`src/rtl/vga_pkg.sv`:
```
// Shared VGA 640x480@60 timing constants and sync/blank helpers, used by the timing generator,
// colour mapper and sprite logic.
package vga_pkg;

  localparam int unsigned H_VISIBLE_DEF = 640;
  localparam int unsigned H_FP          = 16;
  localparam int unsigned H_SYNC        = 96;
  localparam int unsigned H_BP          = 48;
  localparam int unsigned H_TOTAL       = H_VISIBLE_DEF + H_FP + H_SYNC + H_BP;

  localparam int unsigned V_VISIBLE_DEF = 480;
  localparam int unsigned V_FP          = 10;
  localparam int unsigned V_SYNC        = 2;
  localparam int unsigned V_BP          = 33;
  localparam int unsigned V_TOTAL       = V_VISIBLE_DEF + V_FP + V_SYNC + V_BP;

  typedef struct packed {
    logic hs_n;
    logic vs_n;
    logic blank_n;
  } vga_ctrl_t;

  // True when pos lies in [lo, lo+len).
  function automatic logic in_window(input logic [9:0] pos, input int unsigned lo,
                                     input int unsigned len);
    return (32'(pos) >= lo) && (32'(pos) < lo + len);
  endfunction

endpackage

```
`src/rtl/vga_pix_div.sv`:
```
// Divides the system clock down to a one-cycle pixel enable and a matching VGA_CLK output.
module vga_pix_div #(
  parameter int unsigned CLK_DIV = 2
) (
  input  logic clk_i,
  input  logic rst_ni,
  output logic pix_en_o,
  output logic vga_clk_o
);

  localparam int unsigned DivW = (CLK_DIV > 1) ? $clog2(CLK_DIV) : 1;
  localparam logic [DivW-1:0] DivLast = DivW'(CLK_DIV - 1);
  localparam logic [DivW-1:0] DivHalf = DivW'(CLK_DIV / 2);

  logic [DivW-1:0] div_q, div_d;
  logic            vga_clk_q;

  always_comb begin
    div_d = (div_q == DivLast) ? '0 : div_q + DivW'(1);
  end

  // VGA_CLK is high in the upper half of the divider count, which contains the pix_en cycle.
  always_ff @(posedge clk_i or negedge rst_ni) begin
    if (!rst_ni) begin
      div_q     <= '0;
      vga_clk_q <= 1'b0;
    end else begin
      div_q     <= div_d;
      vga_clk_q <= (div_d >= DivHalf);
    end
  end

  assign pix_en_o  = (div_q == DivLast);
  assign vga_clk_o = vga_clk_q;

endmodule

```
`src/rtl/vga_timing_gen.sv`:
```
// VGA raster counters, sync/blank decode and a one-pixel output pipeline keeping RGB aligned
// with the registered sync and blank signals.
module vga_timing_gen
  import vga_pkg::*;
#(
  parameter int unsigned H_VISIBLE = 640,
  parameter int unsigned V_VISIBLE = 480,
  parameter int unsigned CLK_DIV   = 2
) (
  input  logic       Clk,
  input  logic       Reset_n,
  input  logic [7:0] color_R,
  input  logic [7:0] color_G,
  input  logic [7:0] color_B,
  output logic [9:0] DrawX,
  output logic [9:0] DrawY,
  output logic       VGA_CLK,
  output logic       VGA_HS,
  output logic       VGA_VS,
  output logic       VGA_BLANK_N,
  output logic       VGA_SYNC_N,
  output logic [7:0] VGA_R,
  output logic [7:0] VGA_G,
  output logic [7:0] VGA_B,
  output logic       frame_start
);

  localparam int unsigned HTotal = H_VISIBLE + H_FP + H_SYNC + H_BP;
  localparam int unsigned VTotal = V_VISIBLE + V_FP + V_SYNC + V_BP;
  localparam logic [9:0]  HLast  = 10'(HTotal - 1);
  localparam logic [9:0]  VLast  = 10'(VTotal - 1);

  logic       pix_en;
  logic [9:0] hc_q, hc_d, vc_q, vc_d;
  vga_ctrl_t  ctrl_raw, ctrl_q;
  logic [7:0] r_q, g_q, b_q;
  logic       frame_start_q;

  vga_pix_div #(
    .CLK_DIV (CLK_DIV)
  ) u_pix_div (
    .clk_i     (Clk),
    .rst_ni    (Reset_n),
    .pix_en_o  (pix_en),
    .vga_clk_o (VGA_CLK)
  );

  always_comb begin
    hc_d = hc_q;
    vc_d = vc_q;
    if (pix_en) begin
      if (hc_q == HLast) begin
        hc_d = '0;
        vc_d = (vc_q == VLast) ? '0 : vc_q + 10'd1;
      end else begin
        hc_d = hc_q + 10'd1;
      end
    end
  end

  always_comb begin
    ctrl_raw.hs_n    = !in_window(hc_q, H_VISIBLE + H_FP, H_SYNC);
    ctrl_raw.vs_n    = !in_window(vc_q, V_VISIBLE + V_FP, V_SYNC);
    ctrl_raw.blank_n = (32'(hc_q) < H_VISIBLE) && (32'(vc_q) < V_VISIBLE);
  end

  // Colour is gated with the undelayed blank so it lands zeroed alongside the delayed blank.
  always_ff @(posedge Clk or negedge Reset_n) begin
    if (!Reset_n) begin
      hc_q          <= '0;
      vc_q          <= '0;
      ctrl_q        <= '{hs_n: 1'b1, vs_n: 1'b1, blank_n: 1'b0};
      r_q           <= '0;
      g_q           <= '0;
      b_q           <= '0;
      frame_start_q <= 1'b0;
    end else begin
      hc_q          <= hc_d;
      vc_q          <= vc_d;
      frame_start_q <= pix_en && (hc_q == HLast) && (vc_q == VLast);
      if (pix_en) begin
        ctrl_q <= ctrl_raw;
        r_q    <= ctrl_raw.blank_n ? color_R : 8'd0;
        g_q    <= ctrl_raw.blank_n ? color_G : 8'd0;
        b_q    <= ctrl_raw.blank_n ? color_B : 8'd0;
      end
    end
  end

  assign DrawX       = hc_q;
  assign DrawY       = vc_q;
  assign VGA_HS      = ctrl_q.hs_n;
  assign VGA_VS      = ctrl_q.vs_n;
  assign VGA_BLANK_N = ctrl_q.blank_n;
  assign VGA_SYNC_N  = 1'b0;
  assign VGA_R       = r_q;
  assign VGA_G       = g_q;
  assign VGA_B       = b_q;
  assign frame_start = frame_start_q;

endmodule

```
`config.mk`:
```
export PLATFORM = sky130hd
export DESIGN_NAME = vga_timing_gen
export DESIGN_NICKNAME = d
export VERILOG_FILES = /design/src/rtl/vga_pkg.sv /design/src/rtl/vga_pix_div.sv /design/src/rtl/vga_timing_gen.sv
export SDC_FILE = /design/constraint.sdc
export NUM_CORES = 1
export LEC_CHECK = 0
export BUFFER_PORTS_ARGS = -buffer_cell sky130_fd_sc_hd__buf_2
export CORE_ASPECT_RATIO = 0.75
export CORE_MARGIN = 1.5
export CORE_UTILIZATION = 52
export CTS_CLUSTER_SIZE = 24
export DETAILED_ROUTE_END_ITERATION = 8
export PLACE_DENSITY = 0.83
export SLEW_MARGIN = 40
export SYNTH_ARGS = -nofsm -noshare
export SYNTH_HDL_FRONTEND = slang
export SYNTH_HIERARCHICAL = 1
export SYNTH_SLANG_ARGS = --single-unit
```
`constraint.sdc`:
```
create_clock -name Clk -period 4.8 [get_ports Clk]
set_clock_uncertainty 0.2 [all_clocks]
set_input_delay 0.48 -clock Clk [delete_from_list [all_inputs] [get_ports Clk]]
set_output_delay 0.48 -clock Clk [all_outputs]
set_load 0.005 [all_outputs]
```
==> run_results.csv, run 1 <==
group,metric,value,unit
worst_setup_path,cp_max_fo,26,
synthesis,synthXorXnorAreaFrac,0.0501,
clock_network,htree_levels,2,
synthesis,synth_area_leaders,"dfrtp_1 (56%), a22o_1 (10%), xnor2_1 (3.3%), ha_1 (3.0%), nand3_1 (2.6%)",
drt,ant_nets,0,
finish,final_cell_mix,"buf_2 (73), dfrtp_1 (47), a22o_1 (24)",
finish,post-route-util,0.696,
finish,final_common_cell,"buf_2",
worst_setup_path,critPathKind,"register to register",
timing,fin_ws,2.08,ns
timing,fin_crit,2.72,ns
power_and_ir_drop,p_per_area,274,mW/mm^2
worst_setup_path,endpoint_kind,"register",
place,pre_cts_slack,2.13,ns
timing,worst_slew_pin_slew,0.752,ns
worst_setup_path,rr_startpoint,"u_pix_div/pix_en_o$_DFF_PN0_",
drt,drc,0,
clock_network,cts_hold_buffers,0,
die,dieWidth,76.4,um
synthesis,ys_types,37,
global_routing,grt_pass1_wl,7.67,mm
place,dp_cells,296,
synthesis,ys_ff_latch,49,
drt,vias_per_cell,5.33,
synthesis,synth_mux_area_frac,0,
die,rows,19,
finish,fin_cells,304,
finish,fin_nets,282,
clock_network,clockBufferDepth,2,
synthesis,synthSimpleGateAreaFrac,0.146,
timing,hold_viol,47,
finish,drive_above_1_share,0.353,
drt,wl,4.39,mm
synthesis,yosysWarnings,6,
power_and_ir_drop,ir_drop,172,uV
worst_setup_path,cpLargestDelayFamily,"buffers and inverters",
global_routing,use_met1,0.342,
drt,wl_per_cell,14.5,um
die,die_y,58.0,um
die,fp.coreArea,0.00376,mm^2
timing,period_share,0.567,
worst_setup_path,reg2reg_slack,2.08,ns
clock_network,cts_buffers,5,
die,ioPinCount,76,
global_routing,top_usage_layer,"met1",
drt,dr.pass1.iters,4,
worst_setup_path,cp_num_cells,5,
synthesis,synth_top_area_share,0.561,
timing,tns,0,ns
worst_setup_path,crit_chain,"clkinv_1 > nor4b_4 > buf_4 > buf_6 > a22o_1",
place,dp_hpwl,3.20,mm
clock_network,cts_tree,"built",
global_routing,grt_pass1_vias,1580,
synthesis,avgSynthCellArea,11.8,um^2
clock_network,cts_root_buf,"clkbuf_8",
worst_setup_path,critPathLaunchType,"register",
finish,insertedDiodeCount,0,
synthesis,synthAdderAreaFrac,0.0298,
global_routing,grtUsageMet3,0.0488,
worst_setup_path,timing.critical_path.required,4.84,ns
global_routing,grt_overflow,0,
global_routing,met2_usage,0.323,
global_routing,grt.total_usage,0.224,
synthesis,syn_inst,178,
worst_setup_path,worst_ep_arrival_time,2.76,ns
timing,slew_viol_final,0,
drt,drt_iter0_markers,154,
status,violations,"negative hold slack",
power_and_ir_drop,leakage,1.34,nW
synthesis,synth_top_family_by_area,"compound AO/OA/AOI/OAI gates",
power_and_ir_drop,power,0.716,mW
clock_network,cts_sinks,49,
hold_path,hp-class,"primary input to asynchronous set/reset pin",
synthesis,syn_area,0.00210,mm^2
worst_setup_path,rr_worst_depth,5,
clock_network,clk_latency,0.30,ns
place,placed_cell_area,0.00252,mm^2
clock_network,clkSlewWorstSetupHoldPaths,0.08,ns
place,io_buffer_count,74,
finish,area_growth,24.6,%
place,place.gp.congestion,0.821,
finish,final_area,0.00261,mm^2
worst_setup_path,cp-endpoint,"VGA_G[6]$_DFFE_PN0P_",
job,maxCapViolCount,0,
timing,finalSetupViolations,0,
synthesis,yosysTopAreaCell,"dfrtp_1",
global_routing,grt_max_degree,50,
die,die_area,0.00443,mm^2
worst_setup_path,critPathBufInv,3,
worst_setup_path,slowest_stage,"clkinv_1",
synthesis,syn-num-nets,209,
timing,slew_headroom,0.496,
clock_network,post_cts_buffers,0,
status,status,"finished, violations left",
drt,vias,1621,
worst_setup_path,r2r-end,"VGA_G[6]$_DFFE_PN0P_",
worst_setup_path,slowest_delay,0.71,ns
timing,fmax,368,MHz
die,initial_core_util,0.559,
clock_network,cts_resized,0,
timing,timing.hold.ws,-0.0296,ns
worst_setup_path,cp-startpoint,"u_pix_div/pix_en_o$_DFF_PN0_",
synthesis,ys_seq_area_frac,0.586,
timing,rsz0062_at_grt,"false",
synthesis,synth_compound_area_frac,0.152,
global_routing,antenna_found_initial,0,
==> worst min path at each step <==
stage | slack (ns) | startpoint | cells after the start | to
global placement | 0.26 | VGA_BLANK_N$_DFFE_PN0P_ | 1 | VGA_BLANK_N$_DFFE_PN0P_
finish | -0.03 | Reset_n | 1 | DrawX[6]$_DFFE_PN0P_
global route | 0.03 | Reset_n | 1 | DrawX[3]$_DFFE_PN0P_
CTS | 0.0006 | Reset_n | 1 | VGA_B[7]$_DFFE_PN0P_
floorplan | -0.02 | Reset_n | 0 | DrawX[0]$_DFFE_PN0P_
detailed placement | 0.27 | VGA_BLANK_N$_DFFE_PN0P_ | 1 | VGA_BLANK_N$_DFFE_PN0P_
==> cell families (layout without fill, tap and decap cells) <==
logic type | count (synthesis) | count (layout)
xor+xnor | 12 | 12
other cells | 1 | 1
fa+ha+maj | 5 | 5
simple gates | 53 | 53
compound gates | 41 | 41
flops | 49 | 49
buf+inv | 17 | 91
==> report_power, final <==
part | total, mW | switching, mW | internal, mW
clock network | 0.248 | 0.132 | 0.117
registers | 0.429 | 0.00601 | 0.423
logic | 0.0386 | 0.0176 | 0.0210
total | 0.716 | 0.155 | 0.561
==> cell usage after synthesis <==
cell,instances
dfrtp_1,47
a22o_1,24
nand3_1,11
nor2_1,9
o21ai_0,8
xnor2_1,8
nand2_1,7
clkbuf_1,6
inv_1,6
and3_1,5
ha_1,5
nand4_1,4
nor4_1,4
xor2_1,4
nor3_1,3
a21oi_1,2
and2_1,2
buf_4,2
dfstp_2,2
o311ai_0,2
a21o_1,1
and4_1,1
buf_1,1
buf_2,1
clkinv_1,1
conb_1,1
nor4_2,1
nor4b_1,1
nor4b_2,1
nor4bb_1,1
o2111ai_1,1
o21a_1,1
o22a_1,1
o41ai_1,1
or3_1,1
or3_4,1
or4b_1,1
==> layer usage <==
metal  share of wire  vias to the layer above
li1                -                      789
met1            0.49                      779
met2            0.45                       45
met3           0.045                        8
met4           0.013                        0
met5               0                        -
==> flip-flops by register name, summed over array words and instances (netlist names) <==
name	cells
VGA_G	8
DrawY	10
DrawX	10
u_pix_div/pix_en_o	1
frame_start	1
VGA_R	8
VGA_BLANK_N	1
VGA_VS	1
VGA_HS	1
VGA_B	8
==> cell type report <==
type | instances | area (um^2)
Clock buffer | 6 | 82.6
Clock inverter | 2 | 13.8
Multi-Input combinational cell | 112 | 806
Timing Repair Buffer | 76 | 392
Fill cell | 304 | 1140
Inverter | 7 | 26.3
Tap cell | 52 | 65.1
Sequential cell | 49 | 1230
==> worst reg2reg max path, cell delays in order, from the launching register on <==
cell and delay [ns]:
dfrtp_1 0.58, clkinv_1 0.71, nor4b_4 0.62, buf_4 0.26
buf_6 0.16, a22o_1 0.13
Note: power is estimated with default switching activity, not from simulation.
==> run 2, diff against run 1 <==
- CORE_UTILIZATION: 52 -> 44
- PLACE_DENSITY: 0.83 -> 0.75
- clock period: 4.8 -> 2.5 ns (I/O delays scaled with it)
==> run_results.csv, run 2 (same netlist as run 1, synthesis figures left out) <==
group,metric,value,unit
power_and_ir_drop,intPower,1.20,mW
power_and_ir_drop,leakage,1.47,nW
timing,finalSetupViolations,0,
drt,dr.pass1.iters,4,
clock_network,clk_latency,0.30,ns
global_routing,grt_pass1_vias,1652,
die,rows,21,
timing,fin_ws,0.159,ns
finish,insertedDiodeCount,0,
clock_network,post_cts_buffers,0,
drt,wl_per_cell,14.3,um
finish,fin_cells,340,
die,ioPinCount,76,
place,dp_cells,307,
timing,tns,0,ns
finish,final_common_cell,"buf_2",
clock_network,cts_buffers,5,
finish,multi_input_area,806,um^2
worst_setup_path,critPathKind,"register to register",
finish,drive_above_1_share,0.336,
finish,fin_nets,313,
die,initial_core_util,0.464,
clock_network,cts_resized,0,
power_and_ir_drop,p_switching,0.312,mW
die,die_area,0.00520,mm^2
timing,fin_crit,2.34,ns
finish,fill_cells,357,
drt,drc,0,
global_routing,grt_max_degree,28,
clock_network,clockBufferDepth,2,
place,placed_cell_area,0.00256,mm^2
clock_network,cts_tree,"built",
die,dieWidth,82.7,um
worst_setup_path,critPathLaunchType,"register",
place,dp_hpwl,3.27,mm
job,maxCapViolCount,0,
power_and_ir_drop,seqPwrFrac,0.542,
worst_setup_path,timing.critical_path.required,2.53,ns
clock_network,cts_hold_buffers,25,
worst_setup_path,worst_ep_arrival_time,2.37,ns
power_and_ir_drop,p_clk_frac,0.387,
power_and_ir_drop,p_comb_frac,0.071,
timing,slew_viol_final,0,
power_and_ir_drop,p_per_area,517,mW/mm^2
timing,timing.hold.ws,0.258,ns
global_routing,grt_pass1_wl,7.82,mm
die,fp.coreArea,0.00452,mm^2
place,io_buffer_count,74,
drt,vias,1758,
status,status,"completed",
clock_network,htree_levels,2,
global_routing,grt.total_usage,0.200,
place,place.gp.congestion,0.800,
finish,final_cell_mix,"buf_2 (74), dfrtp_1 (47), dlygate4sd3_1 (25)",
finish,area_growth,39.8,%
worst_setup_path,cp_max_fo,8,
finish,post-route-util,0.649,
finish,final_area,0.00293,mm^2
global_routing,grt_overflow,0,
drt,drt_iter0_markers,76,
worst_setup_path,endpoint_kind,"register",
drt,ant_nets,0,
clock_network,clkSlewWorstSetupHoldPaths,0.09,ns
clock_network,cts_root_buf,"clkbuf_8",
place,pre_cts_slack,0.191,ns
drt,wl,4.87,mm
power_and_ir_drop,switching_share,0.206,
timing,period_share,0.936,
drt,vias_per_cell,5.17,
die,die_y,62.8,um
power_and_ir_drop,power,1.52,mW
timing,fmax,427,MHz
hold_path,hp-class,"primary input to asynchronous set/reset pin",
clock_network,cts_sinks,49,
finish,regArea,0.00123,mm^2
global_routing,antenna_found_initial,0,
power_and_ir_drop,ir_drop,339,uV
timing,rsz0062_at_grt,"false",
timing,hold_viol,0,
==> run 2: changes by cell type in the layout (fill, tap and decap cells not counted) <==
cell           change
buf_2              +1
buf_4              +6
buf_6              -1
bufinv_16          +1
clkinv_2           -1
clkinv_4           -1
clkinvlp_4         +1
dlygate4sd3_1     +25
==> run 2: worst paths after layout <==
path                                    startpoint                      end  slack, ns  cells past startpoint
min in group Clk           VGA_BLANK_N$_DFFE_PN0P_  VGA_BLANK_N$_DFFE_PN0P_       0.29                      1
max reg2reg                   DrawX[6]$_DFFE_PN0P_     DrawY[4]$_DFFE_PN0P_       0.16                      4
min                                        Reset_n     DrawX[8]$_DFFE_PN0P_       0.26                      3
min reg2reg                VGA_BLANK_N$_DFFE_PN0P_  VGA_BLANK_N$_DFFE_PN0P_       0.29                      1
max                           DrawX[6]$_DFFE_PN0P_     DrawY[4]$_DFFE_PN0P_       0.16                      4
max in group asynchronous                  Reset_n       VGA_VS$_DFFE_PN1P_       1.52                      3
==> run 2: layout make-up <==
type                    count  area share
flip-flops and latches     49       0.419
multi-input cells         112       0.275
repair buffers            107       0.232
clock buffers               6      0.0282
well taps                  57      0.0243
clock inverters             2      0.0128
inverters                   7     0.00896
==> run 2: power by group through the flow <==
stage,clock network [mW],registers [mW],logic (mW)
2_1_floorplan,0,0.840,0.0182
3_3_place_gp,0,0.837,0.0775
3_5_place_dp,0,0.837,0.0791
4_1_cts,0.600,0.822,0.109
5_1_grt,0.642,0.825,0.120
6_report,0.587,0.822,0.108
==> run 2: per-layer routing <==
metal,up-vias,GRT usage,wire length [um]
met5,-,0,0
met4,0,0.0688,55
met3,5,0.0496,270
met2,55,0.310,2290
met1,840,0.270,2260
li1,858,-,-
==> run 2: worst max-delay path: stages, from the launching register on <==
cell and delay (ns):
dfrtp_1 0.45, or4b_1 0.70, or3_4 0.44, or3_1 0.35
a21oi_1 0.14
==> run 3, diff against run 2 <==
- GPL_TIMING_DRIVEN: default -> 0
==> run_results.csv, run 3 (same netlist as run 1, synthesis figures left out) <==
group,metric,value,unit
status,status,"completed",
job,maxCapViolCount,0,
die,initial_core_util,0.464,
power_and_ir_drop,p_switching,0.315,mW
finish,area_growth,40.1,%
worst_setup_path,r2r-end,"DrawY[6]$_DFFE_PN0P_",
finish,final_cell_mix,"buf_2 (74), dfrtp_1 (47), dlygate4sd3_1 (25)",
place,placed_cell_area,0.00254,mm^2
die,rows,21,
global_routing,grt.total_usage,0.206,
worst_setup_path,rr_startpoint,"DrawX[6]$_DFFE_PN0P_",
finish,final_common_cell,"buf_2",
clock_network,htree_levels,2,
timing,finalSetupViolations,0,
place,dp_hpwl,3.20,mm
worst_setup_path,critPathKind,"register to register",
power_and_ir_drop,p_clk_frac,0.377,
finish,fin_nets,318,
drt,drc,0,
die,dieWidth,82.7,um
place,io_buffer_count,74,
worst_setup_path,critPathLaunchType,"register",
timing,fin_crit,2.37,ns
worst_setup_path,reg2reg_slack,0.13,ns
drt,dr.pass1.iters,4,
drt,wl_per_cell,14.2,um
worst_setup_path,endpoint_kind,"register",
worst_setup_path,timing.critical_path.required,2.49,ns
power_and_ir_drop,p_comb_frac,0.072,
die,ioPinCount,76,
global_routing,grt_max_degree,50,
worst_setup_path,cp_max_fo,8,
drt,drt_iter0_markers,70,
worst_setup_path,worst_ep_arrival_time,2.36,ns
timing,slew_viol_final,0,
power_and_ir_drop,intPower,1.18,mW
hold_path,hp-class,"primary input to asynchronous set/reset pin",
finish,insertedDiodeCount,0,
die,fp.coreArea,0.00452,mm^2
clock_network,cts_sinks,49,
power_and_ir_drop,seqPwrFrac,0.551,
clock_network,cts_root_buf,"clkbuf_8",
clock_network,clockBufferDepth,2,
timing,worst_slew_pin_slew,0.624,ns
global_routing,antenna_found_initial,0,
place,place.gp.congestion,0.808,
drt,vias_per_cell,5.23,
power_and_ir_drop,ir_drop,275,uV
global_routing,grt_pass1_wl,8.01,mm
finish,drive_above_1_share,0.319,
finish,final_area,0.00294,mm^2
global_routing,grt_pass1_vias,1661,
drt,vias,1806,
timing,hold_viol,0,
die,die_y,62.8,um
timing,slew_headroom,0.580,
clock_network,clk_latency,0.31,ns
drt,ant_nets,0,
power_and_ir_drop,power,1.49,mW
clock_network,cts_tree,"built",
timing,fmax,422,MHz
timing,rsz0062_at_grt,"false",
finish,fill_cells,366,
timing,period_share,0.949,
worst_setup_path,rr_worst_depth,5,
global_routing,grt_overflow,0,
die,die_area,0.00520,mm^2
power_and_ir_drop,leakage,1.48,nW
clock_network,cts_buffers,5,
power_and_ir_drop,switching_share,0.211,
timing,tns,0,ns
clock_network,clkSlewWorstSetupHoldPaths,0.09,ns
power_and_ir_drop,p_per_area,507,mW/mm^2
drt,wl,4.91,mm
==> run 3: cell type report <==
type / count / area, um^2 / area share
clock inverter: 2 / 35.0 / 0.0119
tap: 57 / 71.3 / 0.0243
timing repair buffer: 102 / 646 / 0.220
clock buffer: 6 / 72.6 / 0.0247
sequential: 49 / 1230 / 0.418
multi-input combinational: 112 / 815 / 0.277
buffer: 10 / 46.3 / 0.0157
inverter: 7 / 26.3 / 0.00894
==> run 3: how the worst max path moves through the flow <==
| stage | endpoint | startpoint | cells after the start |
|---|---|---|---|
| floorplan | DrawY[4]$_DFFE_PN0P_ | DrawX[6]$_DFFE_PN0P_ | 5 |
| global placement | DrawY[6]$_DFFE_PN0P_ | DrawX[0]$_DFFE_PN0P_ | 5 |
| global route | DrawY[8]$_DFFE_PN0P_ | DrawX[6]$_DFFE_PN0P_ | 5 |
| detailed placement | DrawY[6]$_DFFE_PN0P_ | DrawX[1]$_DFFE_PN0P_ | 5 |
| finish | DrawY[6]$_DFFE_PN0P_ | DrawX[6]$_DFFE_PN0P_ | 5 |
| CTS | DrawY[6]$_DFFE_PN0P_ | DrawX[0]$_DFFE_PN0P_ | 5 |
==> run 3: repair_timing <==
action | 4_1_cts | 5_1_grt
setup endpoints to repair | 0 | 13
endpoints found under the hold margin | 71 | 0
resized for setup | 0 | 2
setup buffers | 0 | 3
hold buffers | 25 | 0
==> run 3: worst max-delay path: stages, from the launching register on <==
cell and delay, ns:
dfrtp_1 0.45, or4b_1 0.53, buf_2 0.19, nor4_1 0.55
nand3_1 0.18, xnor2_1 0.16
==> run 3: power groups by stage <==
| stage | logic, mW | registers, mW | clock network [mW] |
|---|---|---|---|
| after CTS | 0.108 | 0.822 | 0.571 |
| after global routing | 0.119 | 0.825 | 0.617 |
| after detailed placement | 0.0780 | 0.837 | 0 |
| final | 0.107 | 0.822 | 0.562 |
| after global placement | 0.0763 | 0.837 | 0 |
| after floorplan | 0.0182 | 0.840 | 0 |
==> run 3: per-stage QoR <==
| stage | hold WS (ns) | std cells | util | setup WS, ns |
|---|---|---|---|---|
| 6_report | 0.284 | 345 | 0.651 | 0.128 |
| 2_1_floorplan | -0.246 | 178 | - | 0.290 |
| 3_3_place_gp | 0.260 | 309 | 0.562 | 0.167 |
| 3_5_place_dp | 0.105 | 309 | 0.563 | 0.150 |
| 5_1_grt | 0.321 | 345 | 0.651 | 0.0112 |
| 4_1_cts | 0.302 | 342 | 0.642 | 0.124 |
==> run 3: layer usage <==
layer / track usage / routed length [um] / vias to the layer above
met5: 0 / 0 / -
met4: 0.0667 / 70 / 0
met3: 0.0584 / 265 / 6
met2: 0.310 / 2270 / 56
met1: 0.286 / 2300 / 875
li1: - / - / 869
